<file path="src/rtl/sram_port_arbiter.sv">
// sram_port_arbiter
//
// Shares the single external SRAM port between the CPU memory path and a
// debug/program-loader port. One access is sequenced at a time:
//   IDLE -> ACCESS (WAIT_CYCLES cycles, OE or WE low) -> DONE (strobes high,
//   address/data held, ready pulse) -> IDLE.
// Throughput is one access per WAIT_CYCLES+2 cycles.
//
// Configuration:
//   SRAM_ARB_ROUND_ROBIN_EN defined   : round-robin tie break (CPU wins first tie)
//   SRAM_ARB_ROUND_ROBIN_EN undefined : fixed priority, CPU always wins ties
//
// Parameters:
//   WAIT_CYCLES    strobe-active cycles per access, 1..15
//
// Ports:
//   Clk, Reset                  clock, asynchronous active-low reset
//   cpu_req/we/addr/wdata       CPU request (held until cpu_ready)
//   cpu_rdata, cpu_ready        CPU read data and one-cycle completion pulse
//   dbg_req/we/addr/wdata       debug request (held until dbg_ready)
//   dbg_rdata, dbg_ready        debug read data and one-cycle completion pulse
//   gnt_cpu, gnt_dbg            current owner, mutually exclusive
//   ADDR, Data_to_SRAM          SRAM address and write data
//   Data_from_SRAM              SRAM read data
//   OE, WE                      active-low SRAM strobes (registered)
module sram_port_arbiter #(
  parameter int unsigned WAIT_CYCLES = 2
) (
  input  logic        Clk,
  input  logic        Reset,
  input  logic        cpu_req,
  input  logic        cpu_we,
  input  logic [15:0] cpu_addr,
  input  logic [15:0] cpu_wdata,
  output logic [15:0] cpu_rdata,
  output logic        cpu_ready,
  input  logic        dbg_req,
  input  logic        dbg_we,
  input  logic [15:0] dbg_addr,
  input  logic [15:0] dbg_wdata,
  output logic [15:0] dbg_rdata,
  output logic        dbg_ready,
  output logic        gnt_cpu,
  output logic        gnt_dbg,
  output logic [15:0] ADDR,
  output logic [15:0] Data_to_SRAM,
  input  logic [15:0] Data_from_SRAM,
  output logic        OE,
  output logic        WE
);

  localparam logic [3:0] CntLoad = 4'(WAIT_CYCLES - 1);

  typedef enum logic [1:0] {StIdle, StAccess, StDone} state_e;

  state_e      state_q, state_d;
  logic [3:0]  cnt_q, cnt_d;
  logic        own_dbg_q, own_dbg_d;   // 1 = debug port owns the current access
  logic        we_q, we_d;
  logic [15:0] addr_q, addr_d;
  logic [15:0] wdata_q, wdata_d;
  logic [15:0] cpu_rdata_q, cpu_rdata_d;
  logic [15:0] dbg_rdata_q, dbg_rdata_d;
  logic        oe_n_q, oe_n_d;
  logic        we_n_q, we_n_d;
  logic        win_dbg;

`ifdef SRAM_ARB_ROUND_ROBIN_EN
  // Last granted port; resets to debug so the CPU wins the first tie.
  logic        last_dbg_q, last_dbg_d;

  always_ff @(posedge Clk or negedge Reset) begin
    if (!Reset) begin
      last_dbg_q <= 1'b1;
    end else begin
      last_dbg_q <= last_dbg_d;
    end
  end

  assign win_dbg = dbg_req & (~cpu_req | ~last_dbg_q);
`else
  assign win_dbg = dbg_req & ~cpu_req;
`endif

  always_comb begin
    state_d     = state_q;
    cnt_d       = cnt_q;
    own_dbg_d   = own_dbg_q;
    we_d        = we_q;
    addr_d      = addr_q;
    wdata_d     = wdata_q;
    cpu_rdata_d = cpu_rdata_q;
    dbg_rdata_d = dbg_rdata_q;
`ifdef SRAM_ARB_ROUND_ROBIN_EN
    last_dbg_d  = last_dbg_q;
`endif

    unique case (state_q)
      StIdle: begin
        if (cpu_req || dbg_req) begin
          state_d   = StAccess;
          own_dbg_d = win_dbg;
          we_d      = win_dbg ? dbg_we    : cpu_we;
          addr_d    = win_dbg ? dbg_addr  : cpu_addr;
          wdata_d   = win_dbg ? dbg_wdata : cpu_wdata;
          cnt_d     = CntLoad;
`ifdef SRAM_ARB_ROUND_ROBIN_EN
          last_dbg_d = win_dbg;
`endif
        end
      end
      StAccess: begin
        if (cnt_q == 4'd0) begin
          state_d = StDone;
          // Read data is sampled on the edge that ends the last strobe cycle.
          if (!we_q) begin
            if (own_dbg_q) dbg_rdata_d = Data_from_SRAM;
            else           cpu_rdata_d = Data_from_SRAM;
          end
        end else begin
          cnt_d = cnt_q - 4'd1;
        end
      end
      StDone: begin
        state_d = StIdle;
      end
      default: begin
        state_d = StIdle;
      end
    endcase

    // Strobes are registered from the next state so they only move on Clk.
    oe_n_d = !((state_d == StAccess) && !we_d);
    we_n_d = !((state_d == StAccess) &&  we_d);
  end

  always_ff @(posedge Clk or negedge Reset) begin
    if (!Reset) begin
      state_q     <= StIdle;
      cnt_q       <= 4'd0;
      own_dbg_q   <= 1'b0;
      we_q        <= 1'b0;
      addr_q      <= 16'h0000;
      wdata_q     <= 16'h0000;
      cpu_rdata_q <= 16'h0000;
      dbg_rdata_q <= 16'h0000;
      oe_n_q      <= 1'b1;
      we_n_q      <= 1'b1;
    end else begin
      state_q     <= state_d;
      cnt_q       <= cnt_d;
      own_dbg_q   <= own_dbg_d;
      we_q        <= we_d;
      addr_q      <= addr_d;
      wdata_q     <= wdata_d;
      cpu_rdata_q <= cpu_rdata_d;
      dbg_rdata_q <= dbg_rdata_d;
      oe_n_q      <= oe_n_d;
      we_n_q      <= we_n_d;
    end
  end

  assign gnt_cpu      = (state_q != StIdle) & ~own_dbg_q;
  assign gnt_dbg      = (state_q != StIdle) &  own_dbg_q;
  assign cpu_ready    = (state_q == StDone) & ~own_dbg_q;
  assign dbg_ready    = (state_q == StDone) &  own_dbg_q;
  assign cpu_rdata    = cpu_rdata_q;
  assign dbg_rdata    = dbg_rdata_q;
  assign ADDR         = addr_q;
  assign Data_to_SRAM = wdata_q;
  assign OE           = oe_n_q;
  assign WE           = we_n_q;

endmodule

</file>
<file path="config.mk">
export PLATFORM = sky130hd
export DESIGN_NAME = sram_port_arbiter
export DESIGN_NICKNAME = d
export VERILOG_FILES = /design/src/rtl/sram_port_arbiter.sv
export SDC_FILE = /design/constraint.sdc
export NUM_CORES = 1
export LEC_CHECK = 0
export BUFFER_PORTS_ARGS = -buffer_cell sky130_fd_sc_hd__buf_2
export CORE_MARGIN = 1
export CORE_UTILIZATION = 46
export CTS_CLUSTER_SIZE = 25
export DETAILED_ROUTE_END_ITERATION = 6
export PLACE_DENSITY = 0.9
export SLEW_MARGIN = 0
export SYNTH_ARGS = -nofsm -noshare
export SYNTH_HDL_FRONTEND = slang
export SYNTH_SLANG_ARGS = --single-unit
</file>
<file path="constraint.sdc">
create_clock -name Clk -period 2.4 [get_ports Clk]
set_input_delay 0.48 -clock Clk [delete_from_list [all_inputs] [get_ports Clk]]
set_output_delay 0.48 -clock Clk [all_outputs]
set_load 0.05 [all_outputs]
</file>
==> metrics <==
Root Buffer=clkbuf_8; Final Hold Vio Count=0; WL/cell=15.8 um; Hold WC Path Type=in2async; WS Path Type=reg2reg; final WL=8210 um; beginning of the critical path=cnt_q[0]; syn_nets=351; skew final=0.0125 ns; critical path cell sequence=inv_1 -> ha_1 -> or3b_1 -> or4_4 -> mux2_4; Seq/Total Area, Yosys=0.568; Max-slew headroom=0.625; port buffer count=155; GRT Util Overall=0.233; vias in the first global route=2763; top cell family by delay on the critical path=simple AND/OR/NAND/NOR gates; clock sinks=74; Pre-antenna DRT Iters=4; post-CTS resize count=0; DRC=0; I/O pin cnt=156; r2r startpoint=cnt_q[0]; setup TNS=0 ns; number of synthesized register bits=74; multi-input logic area=0.00131 mm2; Avg Cell Area, Syn=12.4 um2; Yosys Warn Count=0; via count=2669; Core ar.=0.00683 mm2; Placer Congestion=0.734; Register Area=0.00185 mm2; period utilisation layout=0.916; Reg clk slew, reported paths=0.09 ns; pwr/cell area=1700 mW/mm2; Cells after Synth=263; Leakage=2.33 nW; worst stage delay on the critical path=0.61 ns; fillers=554; final slew viol count=0; status=completed; antenna-violating nets left=0; postcts setup bufs=0; top-area cell type share of the netlist area=0.552; post-cts hold buffer count=0; clock buffer count from CTS=9; RSZ-0062 raised after global routing=no; worst setup path endpoint=cpu_rdata[13]; cells taking the most area after synthesis=dfrtp_1 (55%), mux2i_1 (10%), o21ai_0 (10%), mux2_2 (7.9%), mux2_4 (4.6%); Die Span Y=86.3 um; achievable frequency=455 MHz; final setup fails=0; post-DP HPWL=6110 um; max_cap viols=0; Synth cell types=31; Place WS=0.238 ns; Longest Clk Path Bufs=2; post-synth top area cell=dfrtp_1; Max VDD drop=0.696 mV; Starting DRT DRC Count=58; RR Endpoint=cpu_rdata[13]; Syn-to-layout area delta=34.6%; Initial Util=0.478; share of cells above drive strength 1=0.518; CP Buf/Inv Count=1; TritonCTS clock tree=done; Reg2Reg Depth=5; Slew @ Worst Pin=0.563 ns; die area=0.00744 mm2; antenna cells=0; Cell Area, Synth=0.00327 mm2; critical-path maximum fanout=16; std cell rows=30; Crit path required time=2.62 ns; largest net degree at the start of global routing=43; instance count on the critical path=5; layout net count=506; initial antenna violation count=0; CP Capture Type=flip-flop; r2r setup slk=0.20 ns; fin crit period=2.20 ns; Critical Path Start Type=flip-flop; first-pass GRT wire length=13300 um; worst skew pair latency=0.34 ns; CP arrival=2.42 ns; Via-to-Cell Ratio=5.14; remaining global-route overflow=0; final worst slack=0.202 ns; Critical-path top delay cell=or4_4; Max H-tree Level=3; Die X=86.3 um
layer usage:
layer,wire [um],global-route usage,up-vias
met5,0,0,-
met4,68,0.0773,0
met3,529,0.0514,5
met2,4220,0.419,116
met1,3390,0.275,1293
li1,-,-,1255
cells in the mapped netlist:
master	n
dfrtp_1	72
o21ai_0	68
mux2i_1	34
mux2_2	23
clkbuf_1	12
mux2_4	10
nor2_1	5
buf_2	4
nand3_1	4
a21oi_1	3
inv_1	3
dfstp_2	2
ha_1	2
nor3b_1	2
o21a_1	2
or2_2	2
a21o_1	1
and2_1	1
and3b_1	1
buf_12	1
buf_6	1
nand2_1	1
nand2b_1	1
nand3b_1	1
nand4_1	1
nor2b_1	1
nor3_1	1
o22ai_1	1
or2b_2	1
or3b_1	1
or4_4	1
flip-flops by register name, summed over array words and instances (netlist names), 2 cells and up:
register / count
Data_to_SRAM: 16
state_q: 2
dbg_rdata: 16
ADDR: 16
cpu_rdata: 16
cnt_q: 4
kinds of logic after synthesis:
group / count (synthesis) / share of synthesized area
AOI/OAI and AO/OA: 75 / 0.118
adders and majority gates: 2 / 0.00766
buffers and inverters: 21 / 0.0329
DFF: 74 / 0.568
muxes: 67 / 0.230
and+or+nand+nor: 24 / 0.0444
cell type report:
cell class	instances	area share
Inverter	3	0.00256
Multi-Input combinational cell	168	0.299
Tap cell	96	0.0273
Sequential cell	74	0.422
Clock buffer	10	0.0290
Clock inverter	6	0.0262
Timing Repair Buffer	162	0.195
worst min-delay path by stage:
stage,from,endpoint,slack [ns],depth (start not counted)
2_1_floorplan,Reset,ADDR[0],0.18,0
3_3_place_gp,Reset,cpu_rdata[4],0.45,1
3_5_place_dp,Reset,dbg_rdata[4],0.45,1
4_1_cts,Reset,dbg_rdata[4],0.08,1
5_1_grt,Reset,dbg_rdata[4],0.1,1
6_report,Reset,dbg_rdata[0],0.07,1
worst reg2reg max path, cell delays in order (launching register included):
cell and delay [ns]:
dfrtp_1 0.42, inv_1 0.10, ha_1 0.16, or3b_1 0.44, or4_4 0.61, mux2_4 0.36
layout by cell type, fill, tap and decap left out, types with 2 or more instances in the layout:
cell / n
buf_12: 2
clkinv_4: 2
inv_1: 3
nor2_1: 4
dfrtp_1: 72
o21a_1: 2
ha_1: 2
nand3_1: 4
mux2_2: 23
clkbuf_8: 9
mux2_4: 10
buf_4: 6
bufinv_16: 3
dfstp_2: 2
buf_2: 154
nor3b_1: 2
o21ai_0: 67
mux2i_1: 34
or2_2: 2
a21oi_1: 3
metrics by stage:
step / area (um2) / instances / hold WS, ns / utilization / power, W
4_1_cts: 4400 / 519 / 0.0752 / 0.644 / 0.00752
2_1_floorplan: 3270 / 263 / 0.184 / - / 0.00531
3_5_place_dp: 4150 / 503 / 0.448 / 0.608 / 0.00635
6_report: 4400 / 519 / 0.0657 / 0.644 / 0.00748
5_1_grt: 4400 / 519 / 0.0957 / 0.644 / 0.00786
3_3_place_gp: 4150 / 503 / 0.447 / 0.608 / 0.00620
where the power goes:
group          leakage, nW  internal, W  total, W  switching [W]
Clock                0.117     0.000695   0.00116       0.000464
Sequential           0.887      0.00188   0.00223       0.000351
Combinational         1.32      0.00109   0.00409        0.00300
Total                 2.33      0.00366   0.00748        0.00381
Note: power is estimated with default switching activity, not from simulation.
